<file path="src/rtl/uart_rx_pkg.sv">
// rtl/uart_rx_pkg.sv - shared state encoding and constants for the UART receive frame controller.
package uart_rx_pkg;

   typedef enum logic [2:0] {
      IDLE   = 3'd0,
      DATA   = 3'd1,
      PARITY = 3'd2,
      STOP   = 3'd3,
      DONE   = 3'd4
   } rx_ctrl_state_t;

   localparam int UART_MAX_DATA_BITS = 9;
   localparam int UART_OVERSAMPLE    = 16;

endpackage

</file>
<file path="src/rtl/uart_rx_timeout.sv">
// rtl/uart_rx_timeout.sv - inter-strobe watchdog counting tick_16x periods while a frame is in flight.
module uart_rx_timeout #(
   parameter int BIT_TIMEOUT = 24
) (
   input  logic clk,
   input  logic rst,
   input  logic clear,
   input  logic tick,
   input  logic enable,
   output logic expired
);

   localparam logic [7:0] LAST_TICK = 8'(BIT_TIMEOUT - 1);

   logic [7:0] timeout_cnt;

   always_ff @(posedge clk or posedge rst) begin
      if (rst) begin
         timeout_cnt <= '0;
      end else if (clear || !enable) begin
         timeout_cnt <= '0;
      end else if (tick) begin
         timeout_cnt <= timeout_cnt + 8'd1;
      end
   end

   // Fires on the tick that would bring the count to BIT_TIMEOUT.
   assign expired = enable && tick && (timeout_cnt == LAST_TICK);

endmodule

</file>
<file path="src/rtl/uart_rx_frame_ctrl.sv">
// rtl/uart_rx_frame_ctrl.sv - UART receive frame FSM, shift register and output handshake.
// Optional parity checking is enabled by defining UART_RX_PARITY_EN.
module uart_rx_frame_ctrl
   import uart_rx_pkg::*;
#(
   parameter int DATA_BITS   = 8,
   parameter int STOP_BITS   = 1,
`ifdef UART_RX_PARITY_EN
   parameter int PARITY_ODD  = 0,
`endif
   parameter int BIT_TIMEOUT = 24
) (
   input  logic                 clk,
   input  logic                 rst,
   input  logic                 tick_16x,
   input  logic                 start_detected,
   input  logic                 bit_valid,
   input  logic                 bit_sample,
   input  logic                 rx_ready,
   output logic [DATA_BITS-1:0] rx_data,
   output logic                 rx_valid,
   output logic                 frame_err,
   output logic                 overrun_err,
   output logic                 parity_err,
   output logic                 sampler_restart,
   output logic                 busy
);

   localparam int CNT_W = $clog2(UART_MAX_DATA_BITS + 1);
   localparam logic [CNT_W-1:0] LAST_DATA = CNT_W'(DATA_BITS - 1);
   localparam logic [CNT_W-1:0] LAST_STOP = CNT_W'(STOP_BITS - 1);

   rx_ctrl_state_t       state, state_nxt;
   logic [DATA_BITS-1:0] shift_reg, shift_nxt;
   logic [CNT_W-1:0]     bit_cnt, bit_cnt_nxt;
   logic                 stop_bad, stop_bad_nxt;
   logic [DATA_BITS-1:0] rx_data_nxt;
   logic                 rx_valid_nxt, frame_err_nxt, overrun_nxt, restart_nxt;
   logic                 parity_err_nxt, par_bad, par_bad_nxt;
   logic                 timeout_clear, timeout_en, timeout_expired;

   assign timeout_en = (state == DATA) || (state == PARITY) || (state == STOP);
   assign busy       = (state != IDLE);

   uart_rx_timeout #(.BIT_TIMEOUT(BIT_TIMEOUT)) u_timeout (
      .clk     (clk),
      .rst     (rst),
      .clear   (timeout_clear),
      .tick    (tick_16x),
      .enable  (timeout_en),
      .expired (timeout_expired)
   );

   always_comb begin
      state_nxt      = state;
      shift_nxt      = shift_reg;
      bit_cnt_nxt    = bit_cnt;
      stop_bad_nxt   = stop_bad;
      par_bad_nxt    = par_bad;
      rx_data_nxt    = rx_data;
      rx_valid_nxt   = rx_valid && !rx_ready;
      frame_err_nxt  = 1'b0;
      overrun_nxt    = 1'b0;
      restart_nxt    = 1'b0;
      parity_err_nxt = 1'b0;
      timeout_clear  = bit_valid;
      case (state)
         IDLE: begin
            if (start_detected) begin
               state_nxt     = DATA;
               bit_cnt_nxt   = '0;
               stop_bad_nxt  = 1'b0;
               par_bad_nxt   = 1'b0;
               timeout_clear = 1'b1;
            end
         end
         DATA: begin
            if (bit_valid) begin
               shift_nxt = {bit_sample, shift_reg[DATA_BITS-1:1]};
               if (bit_cnt == LAST_DATA) begin
                  bit_cnt_nxt = '0;
`ifdef UART_RX_PARITY_EN
                  state_nxt   = PARITY;
`else
                  state_nxt   = STOP;
`endif
               end else begin
                  bit_cnt_nxt = bit_cnt + CNT_W'(1);
               end
            end
         end
`ifdef UART_RX_PARITY_EN
         PARITY: begin
            if (bit_valid) begin
               par_bad_nxt = ((^shift_reg) ^ (PARITY_ODD != 0)) != bit_sample;
               state_nxt   = STOP;
            end
         end
`endif
         STOP: begin
            if (bit_valid) begin
               if (!bit_sample) begin
                  stop_bad_nxt = 1'b1;
                  state_nxt    = DONE;
               end else if (bit_cnt == LAST_STOP) begin
                  state_nxt = DONE;
               end else begin
                  bit_cnt_nxt = bit_cnt + CNT_W'(1);
               end
            end
         end
         DONE: begin
            state_nxt   = IDLE;
            restart_nxt = 1'b1;
            if (stop_bad) begin
               frame_err_nxt = 1'b1;
            end else if (!rx_valid || rx_ready) begin
               rx_data_nxt    = shift_reg;
               rx_valid_nxt   = 1'b1;
               parity_err_nxt = par_bad;
            end else begin
               overrun_nxt = 1'b1;
            end
         end
         default: state_nxt = IDLE;
      endcase
      // A bit strobe on the terminal tick keeps the frame alive.
      if (timeout_expired && !bit_valid) begin
         state_nxt     = IDLE;
         frame_err_nxt = 1'b1;
         restart_nxt   = 1'b1;
      end
   end

   always_ff @(posedge clk or posedge rst) begin
      if (rst) begin
         state           <= IDLE;
         shift_reg       <= '0;
         bit_cnt         <= '0;
         stop_bad        <= 1'b0;
         par_bad         <= 1'b0;
         rx_data         <= '0;
         rx_valid        <= 1'b0;
         frame_err       <= 1'b0;
         overrun_err     <= 1'b0;
         sampler_restart <= 1'b0;
      end else begin
         state           <= state_nxt;
         shift_reg       <= shift_nxt;
         bit_cnt         <= bit_cnt_nxt;
         stop_bad        <= stop_bad_nxt;
         par_bad         <= par_bad_nxt;
         rx_data         <= rx_data_nxt;
         rx_valid        <= rx_valid_nxt;
         frame_err       <= frame_err_nxt;
         overrun_err     <= overrun_nxt;
         sampler_restart <= restart_nxt;
      end
   end

`ifdef UART_RX_PARITY_EN
   always_ff @(posedge clk or posedge rst) begin
      if (rst) begin
         parity_err <= 1'b0;
      end else begin
         parity_err <= parity_err_nxt;
      end
   end
`else
   assign parity_err = 1'b0;
`endif

endmodule

</file>
<file path="config.mk">
export PLATFORM = sky130hd
export DESIGN_NAME = uart_rx_frame_ctrl
export DESIGN_NICKNAME = d
export VERILOG_FILES = /design/src/rtl/uart_rx_pkg.sv /design/src/rtl/uart_rx_timeout.sv /design/src/rtl/uart_rx_frame_ctrl.sv
export SDC_FILE = /design/constraint.sdc
export NUM_CORES = 1
export LEC_CHECK = 0
export BUFFER_PORTS_ARGS = -buffer_cell sky130_fd_sc_hd__buf_4
export CORE_MARGIN = 5
export CORE_UTILIZATION = 56
export DETAILED_ROUTE_END_ITERATION = 7
export HOLD_SLACK_MARGIN = 0.1
export PLACE_DENSITY = 0.75
export SYNTH_ARGS = -nofsm -noshare
export SYNTH_HDL_FRONTEND = slang
export SYNTH_SLANG_ARGS = --single-unit
</file>
<file path="constraint.sdc">
create_clock -name clk -period 2.2 [get_ports clk]
set_clock_uncertainty 0.2 [all_clocks]
set_input_delay 0.11 -clock clk [delete_from_list [all_inputs] [get_ports clk]]
set_output_delay 0.11 -clock clk [all_outputs]
set_load 0.01 [all_outputs]
</file>
==> flow_summary.json, run 1 <==
{
  "r2r-start": "state[2]",
  "ctsResizeCount": 0,
  "htreeDepth": 2,
  "final_antenna_net_count": 0,
  "outcome": "finished, final reports clean",
  "ys_dominant_reg_cell": "dfrtp_1",
  "crit_type": "reg2reg",
  "finalSetupViolations": 0,
  "crit_path_max_fanout": 8,
  "fmax_mhz": 511.5,
  "synth_top_family_by_area": "simple AND/OR/NAND/NOR gates",
  "cp-start-kind": "flip-flop",
  "power_leakage_nw": 0.9268,
  "synth_compound_gate_area_share": 0.07037,
  "r2r_end": "shift_reg[4]",
  "numCtsBuffers": 5,
  "crit_family": "simple AND/OR/NAND/NOR gates",
  "cts_setup_buffers": 0,
  "n_antenna_cell": 0,
  "synth_area_sq_um": 1689,
  "ys_top_cells_by_area": "dfrtp_1 53%, mux2_4 7.1%, mux2_2 5.3%",
  "post_drt_wl_per_cell_microns": 13.77,
  "synth_fa_ha_area_frac": 0.02222,
  "hp-class": "in2async",
  "period_share": 0.8887,
  "worstSetupEndpoint": "shift_reg[4]",
  "cpPeakStageDelay_ps": 510,
  "drtIter0Drc": 110,
  "arrival_ps": 1970,
  "cts_tree": "done",
  "cts_hold_buf": 6,
  "rsz0062_at_grt": "no",
  "ir_worst_vdd_uv": 624.5,
  "synth_nets": 152,
  "synth_xor_area_frac": 0.02593,
  "yosysWarnings": 0,
  "slew_viol_final": 0,
  "initial_core_util": 0.5672,
  "clock-sinks": 36,
  "syn_avg_cell_area_sq_um": 11.90,
  "cp_num_buf_inv": 0,
  "endpoint_kind": "flip-flop",
  "core_area_sq_um": 2978,
  "async_reset_ff_frac": 1.000,
  "io_buffer_count": 19,
  "first_pass_iters": 4,
  "worstPathCellList": "nand2b_1 > nor3_4 > mux2_4",
  "yosys.area.top_type": "dfrtp_1",
  "r2r_cells": 3,
  "ys_seq_area_frac": 0.5333,
  "core.rowCount": 20,
  "drive_gt1_frac": 0.2882,
  "tightest_slew_ps": 556.1,
  "dpl.hpwl_microns": 1981,
  "ys_seq_elements": 36,
  "drv_cap": 0,
  "path_depth": 3,
  "root_buffer": "clkbuf_4",
  "crit_start": "state[2]",
  "fp.dieH_microns": 64.92,
  "wl_microns": 2796,
  "synth_top_area_frac": 0.5333,
  "gp_congestion": 0.8050,
  "worst_slew_margin_rel": 0.6280,
  "fin_nets": 179,
  "die_w_microns": 64.92,
  "period_needed_ps": 1955,
  "vias_per_cell": 5.394,
  "required_ps": 2220,
  "yosys.area_share.simple": 0.1704,
  "synthCells": 142,
  "hold_violations": 0,
  "antenna_found_initial": 0,
  "cts_buffer_depth": 2,
  "crit_slowest_cell": "nor3_4",
  "clock_latency_ps": 330,
  "r2r_slack_ps": 240,
  "grt.total_usage": 0.1506,
  "cts.clk_slew.worst_paths_ps": 100,
  "grt_max_degree": 37,
  "syn_to_final_growth_pct": 15.41,
  "setup_tns_ps": 0,
  "pwr_density_cell_nw_per_um2": 1042,
  "dieArea_sq_um": 4215,
  "grt_pass1_vias": 1083,
  "grt-ovfl-total": 0,
  "fin_util": 0.6546,
  "ios": 21,
  "num_vias": 1095,
  "muxShareOfSynthArea": 0.1304,
  "synth-edff-count": 0,
  "synth_cell_types": 39,
  "drc": 0,
  "grt_pass1_wl_microns": 4864
}
[cell usage in the layout, fill, tap and decap left out, drive strengths merged]
cell / Yosys / routed
o221ai: 1 / 1
mux2: 16 / 16
ha: 3 / 3
mux2i: 1 / 1
nor3b: 1 / 1
nor4: 1 / 1
nor3: 5 / 5
buf: 5 / 20
conb: 1 / 1
a211oi: 1 / 1
nor4b: 1 / 1
inv: 7 / 7
dfrtp: 36 / 36
nand4: 3 / 3
o31ai: 2 / 2
nand4bb: 1 / 1
o21ai: 9 / 9
nand3: 3 / 3
nor4bb: 1 / 1
a21boi: 1 / 1
clkbuf: 1 / 8
nand2: 9 / 9
nand2b: 5 / 5
xnor2: 2 / 2
nor2: 11 / 11
a21oi: 4 / 4
or4: 1 / 1
xor2: 3 / 3
or3: 6 / 6
dlygate4sd3: 0 / 6
and3b: 1 / 1
[synthesized netlist by cell type, drive strengths merged, types with 2 or more instances]
cell type and number:
dfrtp 36, mux2 16, nor2 11, nand2 9, o21ai 9, inv 7, or3 6, buf 5
nand2b 5, nor3 5, a21oi 4, ha 3, nand3 3, nand4 3, xor2 3, o31ai 2
xnor2 2
[tightest hold or removal path, stage by stage]
cell,delay (ps)
dlygate4sd3_1,540
buf_4,130
inv_1,40
buf_4,380
[metal layers]
layer	wire (microns)	vias to the layer above	global-route usage
met3	116	7	0.04159
met2	1410	21	0.2439
li1	-	548	-
met4	48	0	0.06332
met5	0	-	0
met1	1220	519	0.1889
[metrics by stage]
step	area, sq um	power (mW)	std cells	hold WS (ps)	setup WS [ps]
floorplan	1689	1.545	142	49.20	417.8
global placement	1831	1.659	189	39.82	280.3
detailed placement	1831	1.689	189	43.05	253.3
CTS	1949	2.059	203	232.1	221.7
global route	1949	2.181	203	293.6	121.8
finish	1949	2.031	203	237.4	244.8
[final cells by class]
type / instances / area (sq um)
fill: 244 / 1028
sequential: 36 / 900.9
multi-input combinational: 93 / 711.9
timing repair buffer: 26 / 210.2
clock buffer: 8 / 58.81
tap: 33 / 41.29
inverter: 7 / 26.28
[cell families after synthesis]
logic type,after synthesis
AO/OA/AOI/OAI,18
other,1
buffers and inverters,13
multiplexers,17
adder cells (fa/ha/maj),3
AND/OR/NAND/NOR,49
XOR/XNOR,5
flip-flops,36
[power breakdown]
| group | total (mW) | switching, mW | internal, mW | leakage, nW |
|---|---|---|---|---|
| logic | 0.678 | 0.303 | 0.375 | 0.423 |
| registers | 0.998 | 0.164 | 0.835 | 0.472 |
| clock network | 0.354 | 0.196 | 0.158 | 0.0326 |
| total | 2.03 | 0.663 | 1.37 | 0.927 |
[worst min-delay path by stage]
stage | from | end | cells past startpoint
2_1_floorplan | bit_valid | state[1] | 2
3_3_place_gp | rst | rx_data[0] | 3
3_5_place_dp | rst | rx_data[0] | 3
4_1_cts | rst | frame_err | 4
5_1_grt | stop_bad | overrun_err | 1
6_report | rst | frame_err | 4
Power figures use the tool's default switching activity.
==> run 2, diff against run 1 <==
==> constraint.sdc (replaced) <==
create_clock -name clk -period 2.2 [get_ports clk]
set_clock_uncertainty 0.2 [all_clocks]
set_input_delay 0.33 -clock clk [delete_from_list [all_inputs] [get_ports clk]]
set_output_delay 0.33 -clock clk [all_outputs]
set_load 0.01 [all_outputs]
==> run 2 against run 1 <==
  * Die area stayed put
  * Non-clock buffer count decreased by 2
  * Combinational power about the same
  * Final cell count is 0.99% lower
==> flow_summary.json, run 2 (synthesis results as in run 1) <==
{
  "htreeDepth": 2,
  "arrival_ps": 1970,
  "clkPwrFrac": 0.175,
  "fin_area_sq_um": 1929,
  "p_seq_frac": 0.492,
  "grt_max_degree": 37,
  "tightest_slew_ps": 556.1,
  "numCtsBuffers": 5,
  "wl_microns": 2769,
  "antenna_found_initial": 0,
  "r2r_slack_ps": 240,
  "worst_slew_margin_rel": 0.6280,
  "first_pass_iters": 4,
  "syn_to_final_growth_pct": 14.22,
  "fmax_mhz": 511.5,
  "final_antenna_net_count": 0,
  "core_area_sq_um": 2978,
  "worstPathCellList": "nand2b_1 > nor3_4 > mux2_4",
  "drtIter0Drc": 81,
  "crit_slowest_cell": "nor3_4",
  "ir_worst_vdd_uv": 624.6,
  "die_w_microns": 64.92,
  "outcome": "finished, final reports clean",
  "root_buffer": "clkbuf_4",
  "cp-start-kind": "flip-flop",
  "clock_latency_ps": 330,
  "required_ps": 2220,
  "most-common-layout-cells": "36 x dfrtp_1, 20 x buf_4, 10 x nor2_1, 9 x nand2_1",
  "initial_core_util": 0.5672,
  "drv_cap": 0,
  "cts.clk_slew.worst_paths_ps": 90,
  "switching_share": 0.3267,
  "placed_cells": 189,
  "hp-class": "in2reg",
  "fin_nets": 177,
  "vias_per_cell": 5.398,
  "period_share": 0.8887,
  "io_buffer_count": 19,
  "crit_type": "reg2reg",
  "r2r-start": "state[2]",
  "finalSetupViolations": 0,
  "cts_tree": "done",
  "hold_violations": 0,
  "num_vias": 1085,
  "crit_path_max_fanout": 8,
  "n_antenna_cell": 0,
  "worstHoldStart": "rx_ready",
  "r2r_cells": 3,
  "cpPeakStageDelay_ps": 510,
  "whs_endpoint": "overrun_err",
  "fp.dieH_microns": 64.92,
  "fin_util": 0.6479,
  "setup_tns_ps": 0,
  "rsz0062_at_grt": "no",
  "gp_congestion": 0.8050,
  "combPwrFrac": 0.333,
  "dpl.hpwl_microns": 1981,
  "power_leakage_nw": 0.9185,
  "slew_viol_final": 0,
  "ios": 21,
  "core.rowCount": 20,
  "grt_pass1_vias": 1073,
  "pwr_density_cell_nw_per_um2": 1051,
  "drive_gt1_frac": 0.2917,
  "endpoint_kind": "flip-flop",
  "period_needed_ps": 1955,
  "setup_slack_ps": 244.8,
  "p_sw_mw": 0.6625,
  "grt.total_usage": 0.1492,
  "ctsResizeCount": 0,
  "final_cells": 201,
  "dp_slack_ps": 253.3,
  "post_drt_wl_per_cell_microns": 13.78,
  "final_common_cell": "dfrtp_1",
  "min_delay_path_depth": 3,
  "dieArea_sq_um": 4215,
  "grt-ovfl-total": 0,
  "clock-sinks": 36,
  "cts_buffer_depth": 2,
  "p_int_mw": 1.365,
  "grt_pass1_wl_microns": 4823,
  "placed_area_sq_um": 1831,
  "drc": 0,
  "r2r_end": "shift_reg[4]"
}
run 2: changes by cell type in the layout (fill, tap and decap cells not counted), sizes merged:
| cell | before | now |
|---|---|---|
| dlygate4sd3 | 6 | 4 |
run 2: power by group through the flow:
stage	clock, mW	combinational [mW]	sequential, mW
6_report	0.354	0.676	0.998
5_1_grt	0.393	0.756	1.03
4_1_cts	0.369	0.689	0.999
3_5_place_dp	0	0.680	1.01
3_3_place_gp	0	0.662	0.997
2_1_floorplan	0	0.579	0.966
run 2: how the worst max path moves through the flow:
| stage | from | to | slack (ps) | depth (start not counted) |
|---|---|---|---|---|
| final | state[2] | shift_reg[4] | 240 | 3 |
| after global routing | state[2] | shift_reg[5] | 120 | 3 |
| after CTS | state[2] | shift_reg[4] | 220 | 3 |
| after detailed placement | state[2] | shift_reg[1] | 250 | 3 |
| after global placement | state[2] | shift_reg[6] | 280 | 3 |
| after floorplan | state[2] | shift_reg[0] | 420 | 5 |
run 2: per-layer routing:
layer,wire length (microns),GRT usage
met3,122,0.04159
met2,1388,0.2388
met4,48,0.06332
met1,1209,0.1889
met5,0,0
run 2: what timing repair did:
item                      CTS  global route
hold buffers                4             0
hold endpoints to repair   39             0
buffers inserted            0             0
run 2: through the flow:
step                      power (mW)  hold WS [ps]
after floorplan                1.545         229.0
after global placement         1.659         243.8
after detailed placement       1.689         247.0
after CTS                      2.056         107.6
after global routing           2.178         113.3
final                          2.028         119.3
run 2: final cells by class:
| class | instances | area (sq um) |
|---|---|---|
| sequential | 36 | 900.9 |
| timing repair buffer | 24 | 190.2 |
| clock buffer | 8 | 58.81 |
| tap | 33 | 41.29 |
| inverter | 7 | 26.28 |
| fill | 244 | 1049 |
| multi-input combinational | 93 | 711.9 |
run 2: critical path, delay by kind of cell, from the launching register on:
| kind | cells | cell delay (ps) |
|---|---|---|
| muxes | 1 | 340 |
| DFF | 1 | 460 |
| and+or+nand+nor | 2 | 840 |
